$ cat config.mk
export PLATFORM = sky130hd
export DESIGN_NAME = movz_movk_sequencer
export DESIGN_NICKNAME = d
export VERILOG_FILES = /design/src/rtl/movz_movk_sequencer.sv
export SDC_FILE = /design/constraint.sdc
export NUM_CORES = 1
export LEC_CHECK = 0
export ABC_CLOCK_PERIOD_IN_PS = 2900
export CORE_MARGIN = 1.5
export CORE_UTILIZATION = 35
export DETAILED_ROUTE_END_ITERATION = 6
export PLACE_DENSITY = 0.55
export SLEW_MARGIN = 5
export SYNTH_ARGS = -nofsm -noshare
export SYNTH_HDL_FRONTEND = slang
export SYNTH_SLANG_ARGS = --single-unit
$ cat constraint.sdc
create_clock -name CLK -period 2.9 [get_ports CLK]
set_input_delay 0.58 -clock CLK [delete_from_list [all_inputs] [get_ports CLK]]
set_output_delay 0.58 -clock CLK [all_outputs]
set_load 0.02 [all_outputs]
$ cat src/rtl/movz_movk_sequencer.sv
// movz_movk_sequencer: turns a 64-bit constant plus a destination register
// into the shortest LEGv8 MOVZ/MOVK stream that rebuilds it, one 32-bit
// instruction per valid/ready transfer.
module movz_movk_sequencer #(
    parameter bit         SKIP_ZERO = 1'b1,
    parameter logic [8:0] MOVZ_OPC  = 9'b110100101,
    parameter logic [8:0] MOVK_OPC  = 9'b111100101
) (
    input  logic        CLK,
    input  logic        resetl,
    input  logic        in_valid,
    output logic        in_ready,
    input  logic [63:0] in_value,
    input  logic [4:0]  in_rd,
    output logic        out_valid,
    input  logic        out_ready,
    output logic [31:0] out_instr,
    output logic        out_last
);

    typedef enum logic {
        IDLE,
        EMIT
    } state_t;

    state_t      state_q, state_d;
    logic [63:0] value_q, value_d;
    logic [4:0]  rd_q, rd_d;
    logic [3:0]  mask_q, mask_d;       // halfwords still to emit after the current one
    logic        out_valid_q, out_valid_d;
    logic [31:0] out_instr_q, out_instr_d;
    logic        out_last_q, out_last_d;

    logic [3:0]  accept_mask;
    logic [3:0]  src_mask;
    logic [1:0]  cur_idx;
    logic [3:0]  rem_mask;

    // Index of the lowest set bit; the mask is never empty when used.
    function automatic logic [1:0] lowest_idx(input logic [3:0] m);
        logic [1:0] r;
        r = '0;
        for (int unsigned i = 0; i < 4; i++) begin
            if (m[3 - i]) r = 2'(3 - i);
        end
        return r;
    endfunction

    function automatic logic [15:0] halfword(input logic [63:0] v, input logic [1:0] idx);
        return v[{idx, 4'b0000} +: 16];
    endfunction

    assign in_ready  = (state_q == IDLE);
    assign out_valid = out_valid_q;
    assign out_instr = out_instr_q;
    assign out_last  = out_last_q;

    // Pending-halfword mask for a new request, forced to hw0 for a zero constant.
    always_comb begin
        accept_mask = '0;
        for (int unsigned i = 0; i < 4; i++) begin
            accept_mask[i] = (in_value[16*i +: 16] != 16'h0000);
        end
        if (!SKIP_ZERO) accept_mask = 4'b1111;
        if (accept_mask == 4'b0000) accept_mask = 4'b0001;
    end

    // Next-state and next-instruction computation.
    always_comb begin
        state_d     = state_q;
        value_d     = value_q;
        rd_d        = rd_q;
        mask_d      = mask_q;
        out_valid_d = out_valid_q;
        out_instr_d = out_instr_q;
        out_last_d  = out_last_q;

        src_mask = (state_q == IDLE) ? accept_mask : mask_q;
        cur_idx  = lowest_idx(src_mask);
        rem_mask = src_mask & ~(4'b0001 << cur_idx);

        case (state_q)
            IDLE: begin
                if (in_valid) begin
                    state_d     = EMIT;
                    value_d     = in_value;
                    rd_d        = in_rd;
                    mask_d      = rem_mask;
                    out_valid_d = 1'b1;
                    out_instr_d = {MOVZ_OPC, cur_idx, halfword(in_value, cur_idx), in_rd};
                    out_last_d  = (rem_mask == 4'b0000);
                end
            end
            EMIT: begin
                if (out_ready) begin
                    if (out_last_q) begin
                        state_d     = IDLE;
                        out_valid_d = 1'b0;
                        out_last_d  = 1'b0;
                        out_instr_d = '0;
                    end else begin
                        mask_d      = rem_mask;
                        out_instr_d = {MOVK_OPC, cur_idx, halfword(value_q, cur_idx), rd_q};
                        out_last_d  = (rem_mask == 4'b0000);
                    end
                end
            end
            default: state_d = IDLE;
        endcase
    end

    // FSM and registered outputs; reset drops any sequence in flight.
    always_ff @(posedge CLK) begin
        if (!resetl) begin
            state_q     <= IDLE;
            value_q     <= '0;
            rd_q        <= '0;
            mask_q      <= '0;
            out_valid_q <= 1'b0;
            out_instr_q <= '0;
            out_last_q  <= 1'b0;
        end else begin
            state_q     <= state_d;
            value_q     <= value_d;
            rd_q        <= rd_d;
            mask_q      <= mask_d;
            out_valid_q <= out_valid_d;
            out_instr_q <= out_instr_d;
            out_last_q  <= out_last_d;
        end
    end

endmodule

==> run metrics, run 1 <==
status finished, final reports clean; net switching power 1.14 mW; CTS root buffer clkbuf_16; Met2 Wirelength between 8000 and 9000 microns; Cells after Synth slightly above 700; fin. max-slew vios 0; Tightest Pin Transition 0.667 ns; sequential fraction of the synthesis area around 37%; Worst-Skew Late Latency roughly 0.35 ns; Yosys top cell by area dfxtp_1; DP HPWL 14,500 microns; Worst Path Max Fanout 24; most numerous cell in the Yosys netlist nand2_1; P&R area growth vs syn 44.1%; Max-cap violations 0; metal3 WL approximately 1100 microns; clock-pin slew on the worst setup and hold paths around 0.07 ns; footprint of the multi-input gates 0.00326 sq mm; die span in y roughly 130 microns; Cell Rows 45; Post-Route WL slightly below 20,000 microns; unrepaired setup endpoints after global routing true; yosys warns 0; Hold Violations, Final 0; Pint approximately 2.8 mW; gr ovfl total 0; Netlist cell types between 40 and 50; crit share post-route roughly 100%; final worst setup slack roughly 0.083 ns; CP endpoint kind register; Synth async-reset ratio 0%; Initial Util around 36%; critical path arrival between 3 and 4 ns; WL/cell about 18 microns; initial antenna violation count 0; Util after Layout slightly above 50%; top cell type's share of synthesized area a little under two fifths; combinational power share between 20% and 30%; Final min period approximately 2.8 ns; NumNets Final approximately 950; 1st-pass router iterations 5; GR Util All Layers between 20% and 30%; ANT nets after route 0; drt drc 0; # setup viols final 0; Die ar. around 0.016 sq mm; pre-CTS setup slack -0.465 ns; vias in the first global route between 5,000 and 6,000; flops & latches, synth 101; Fin Setup TNS 0 ns; Port Buffers 104; sequential cell area between 0.002 and 0.0025 sq mm; register share of total power roughly 39%; Crit Path Class primary input to register; EDFF count, synth 0; DR vias/cell ~5.5; Avg Inst Size Synth between 7 and 8 sq um; most frequent cells after synthesis nand2_1, dfxtp_1, a21boi_0; gpl congestion 0.889; Ports 108; Starting DRT DRC Count around 370; Synth Flop Type dfxtp_1; Worst VDD drop approximately 0.28 mV; sw frac between 20 and 30%; pwr dens about 490 mW/mm^2; top cells by area, synth dfxtp_1, a21boi_0, nand2_1; largest buffer count on any clock path 2; H-tree levels 3; layout cell share with drive strength beyond 1 18.7%; routed vias between 5,000 and 6,000; placed cell count around 1,100; CP Data Required Time roughly 3.1 ns; uppermost layer routed met4; TritonCTS Buffers 9; FILL cells 1,488; Clock Skew 0.00571 ns; met1 wire length 9760 microns; Startpoint Class primary input; Die Wd 128 microns; diode count 0; CTS tree built; Non-Filler Instances 1,089; worst hold path type register to register; Rel. slew slack 55.3%; Pleak around 3 nW; first-pass GRT wire length about 30,000 microns; maximum clock rate 355 MHz; clock sink count just over 100; Post-Syn Area 0.00550 sq mm; Clk pwr share 36.2%; Core Region about 0.015 sq mm; Hold WS about 0.46 ns; pin count of the biggest net entering global routing between 80 and 90
-- cell usage in the layout (no fill, tap or decap), drive strengths merged, types with 18 or more instances in the layout --
cell | netlist | routed
a21boi | 84 | 84
o21a | 18 | 18
a21oi | 48 | 48
nand2 | 153 | 153
clkdlybuf4s50 | 0 | 102
nor3 | 21 | 21
a211oi | 18 | 18
o211ai | 24 | 24
dfxtp | 101 | 101
o21ai | 41 | 41
a22o | 18 | 18
buf | 18 | 122
-- metal layers --
| layer | track usage [%] | vias to the layer above |
|---|---|---|
| met3 | 4.12 | 19 |
| met2 | 36.2 | 200 |
| met1 | 35.3 | 2824 |
| met5 | 0 | - |
| met4 | 7.73 | 0 |
| li1 | - | 2911 |
-- sequential cells by signal, summed over array words and instances (netlist names) --
register	flops
out_last	1
rd_q	5
value_q	64
out_valid	1
mask_q	4
out_instr	25
state_q	1
-- final timing paths --
check                           slack [ns]          from  cells past startpoint       endpoint
worst min register to register        0.46   value_q[21]                      2    value_q[21]
worst min-delay path                  0.46   value_q[21]                      2    value_q[21]
worst max-delay path                  0.08  in_value[59]                     13  out_instr[20]
worst max register to register        0.52       state_q                     11  out_instr[15]
-- power groups by stage --
stage          Sequential, mW  Combinational, mW  Clock, mW
2_1_floorplan            1.60              0.422          0
3_3_place_gp             1.58              0.928          0
3_5_place_dp             1.58              0.933          0
4_1_cts                  1.55              0.938       1.45
5_1_grt                  1.56               1.03       1.50
6_report                 1.55              0.956       1.42
-- metrics by stage --
stage               total power, mW  instance area, sq um
global placement               2.50                  7480
floorplan                      2.02                  5510
detailed placement             2.51                  7480
global route                   4.09                  7930
finish                         3.92                  7930
CTS                            3.93                  7840
-- cells by family after synthesis --
| family | after synthesis | synth area share [%] |
|---|---|---|
| flip-flops | 101 | 36.8 |
| AND/OR/NAND/NOR | 232 | 19.1 |
| AO/OA/AOI/OAI | 293 | 37.2 |
| buffers and inverters | 73 | 6.01 |
| other | 1 | 0.0682 |
| multiplexers | 4 | 0.842 |
-- area by class of cell --
type	instances	area share [%]
clock buffers	9	2.84
inverters	4	0.189
multi-input cells	532	41.1
well taps	211	3.33
repair buffers	225	25.5
flip-flops and latches	101	25.5
clock inverters	7	1.53
-- what timing repair did --
action / CTS / global route
hold buffers: 0 / 0
gates cloned: 0 / 0
setup buffers: 0 / 1
pin swaps: 0 / 4
setup endpoints to repair: 2 / 14
gates resized for setup: 3 / 19
hold endpoints to repair: 0 / 0
-- worst max-delay path, cell delays in order --
cell and delay (ns):
clkdlybuf4s50_1 0.44, nor4_2 0.29, buf_4 0.16, nand4_1 0.08, buf_4 0.17, buf_4 0.14
nor4_4 0.32, buf_4 0.18, nor2_2 0.05, buf_12 0.15, and3_1 0.18, o21ai_2 0.18
a31oi_1 0.10
Power figures use the tool's default switching activity.
==> run 2: changes to the inputs <==
--- a/config.mk
+++ b/config.mk
@@ -6,6 +6,7 @@
 export NUM_CORES = 1
 export LEC_CHECK = 0
 export ABC_CLOCK_PERIOD_IN_PS = 2900
+export CAP_MARGIN = 5
 export CORE_MARGIN = 1.5
 export CORE_UTILIZATION = 35
 export DETAILED_ROUTE_END_ITERATION = 6
==> results of run 2 <==
The final DEF is identical to that of run 1; final timing and power are the same.
==> edit (settings of run 2) <==
Change the parameter `SKIP_ZERO` from 1'b1 to 1'b0.
--- a/src/rtl/movz_movk_sequencer.sv
+++ b/src/rtl/movz_movk_sequencer.sv
@@ -2,7 +2,7 @@
 // into the shortest LEGv8 MOVZ/MOVK stream that rebuilds it, one 32-bit
 // instruction per valid/ready transfer.
 module movz_movk_sequencer #(
-    parameter bit         SKIP_ZERO = 1'b1,
+    parameter bit         SKIP_ZERO = 1'b0,
     parameter logic [8:0] MOVZ_OPC  = 9'b110100101,
     parameter logic [8:0] MOVK_OPC  = 9'b111100101
 ) (
Behaviour: not the same (a bounded check fails within 4 cycles, from zero or initial values and one cycle with resetl low).
==> edit against run 2 <==
Sequential cell count stayed put. Via count is 30% lower. Combinational power is 30% lower. Routed wire length is 35% lower. Hold slack worse by 0.011 ns. Critical path type is now reg2out. Total power is 14% lower. Critical endpoint is now in_ready. Clock power is 18% lower. Setup slack better by 0.58 ns. Final area is 25% lower. Non-clock buffer count is 105 lower. Fmax is 26% higher. Area after synthesis is 18% lower.
==> edit: results (changes against run 2) <==
- Largest net degree at the start of global routing: 41 (-51%)
- Worst Skew: 0.00560 ns (-0.000110 ns)
- Mapped Cells: 567 (-19%)
- Leakage: 0.00219 uW (-26%)
- Compound-Gate Fraction of Synth Area: 23.1% (-14 points)
- DR top layer: met4
- Max reg flops: 64 (unchanged)
- Synth cell types: 35 (-26%)
- Clock Latency Late Sink: 0.34 ns
- Critical Path Slowest Stage Cell: clkdlybuf4s50_1
- Min-delay worst type: reg2reg
- Cells after DPL: 808 (-25%)
- Total GRT Usage: 19.5% (-4.7 points)
- M1 WL: 6170 um (-37%)
- Vias in the first global route: 4013 (-28%)
- # diodes: 0 (unchanged)
- Post-Synth XOR/XNOR Area: 0% (unchanged)
- Met2 wire len: 5880 um (-32%)
- 1st-iter DRT viols: 264 (-28%)
- Postcts setup bufs: 0 (unchanged)
- Dpl cell area: 0.00564 mm^2 (-25%)
- Via count: 4143 (-30%)
- First-pass GRT wire length: 20400 um (-34%)
- Post-Synth Adder-Cell Area: 0.223% (+0.22 points)
- CP arrival: 1.66 ns (-1.39 ns)
- Post-CTS Resized: 0 (-3)
- Post-Place Setup Slack: 0.560 ns (+1.02 ns)
- Met3 Wirelength: 605 um (-45%)
- Synth area leaders: dfxtp_1 (45%), a21oi_1 (12%), nand2_1 (12%)
- Met1 Use GR: 26.4% (-9.0 points)
- Final WL: 13000 um (-35%)
- Post-Layout Cell Count: 823 (-24%)
- Worst Tran Pin Value: 0.652 ns (-0.0150 ns)
- Area delta synth->final: 31.6%
- Sequential-to-total area share from yosys stat: 45.0% (+8.2 points)
- Most instantiated cells after synthesis: nand2_1 (148), a21oi_1 (111), dfxtp_1 (101)
- Fill cells: 1269 (-15%)
- Drt pass-1 iters: 4 (-1)
- Crit-path max cell delay: 0.58 ns (+0.14 ns)
- Clock Path Buffers: 2 (unchanged)
- Grt met3 use: 2.59% (-1.5 points)
- Post-synthesis mux area share: 4.90% (+4.1 points)
- Final Net Count: 720 (-24%)
- Status: completed
- Max VDD drop: 0.268 mV (-4.5%)
- Final GP Congestion: 0.841 (-5.5%)
- Post-DP HPWL: 8830 um (-39%)
- Layout cell share with drive strength beyond 1: 5.84% (-13 points)
- CP max FO: 7 (-71%)
- Grt met2 use: 31.4% (-4.8 points)
- Fraction of registers with async set/reset: 0% (unchanged)
## edit: cell count changes in the layout (fill, tap and decap cells not counted), sizes merged, moves of 20 or more
cell    before  now
buf        122   16
a21oi       48  111
a21boi      84    0
o211ai      24    0
nand2b       1   36
o21ai       41   17
mux2i        2   22
## edit: power by group
group | total [uW] | switching, uW | internal, uW
clock network | 1170 | 506 | 664
logic | 665 | 356 | 308
registers | 1540 | 61.0 | 1480
total | 3380 | 924 | 2450
## edit: layout make-up
cell class,count,area share (%)
multi-input combinational,412,37.4
timing repair buffer,120,19.8
clock inverter,4,0.845
inverter,3,0.190
sequential,101,34.2
clock buffer,11,3.93
tap,172,3.64
## edit: path summary, 6_finish.rpt
kind	start	slack [ns]	end	cells after the start
setup / recovery	state_q	0.66	in_ready	2
hold / removal	value_q[61]	0.45	value_q[61]	2
setup reg to reg	mask_q[1]	0.96	out_instr[19]	4
hold reg to reg	value_q[61]	0.45	value_q[61]	2
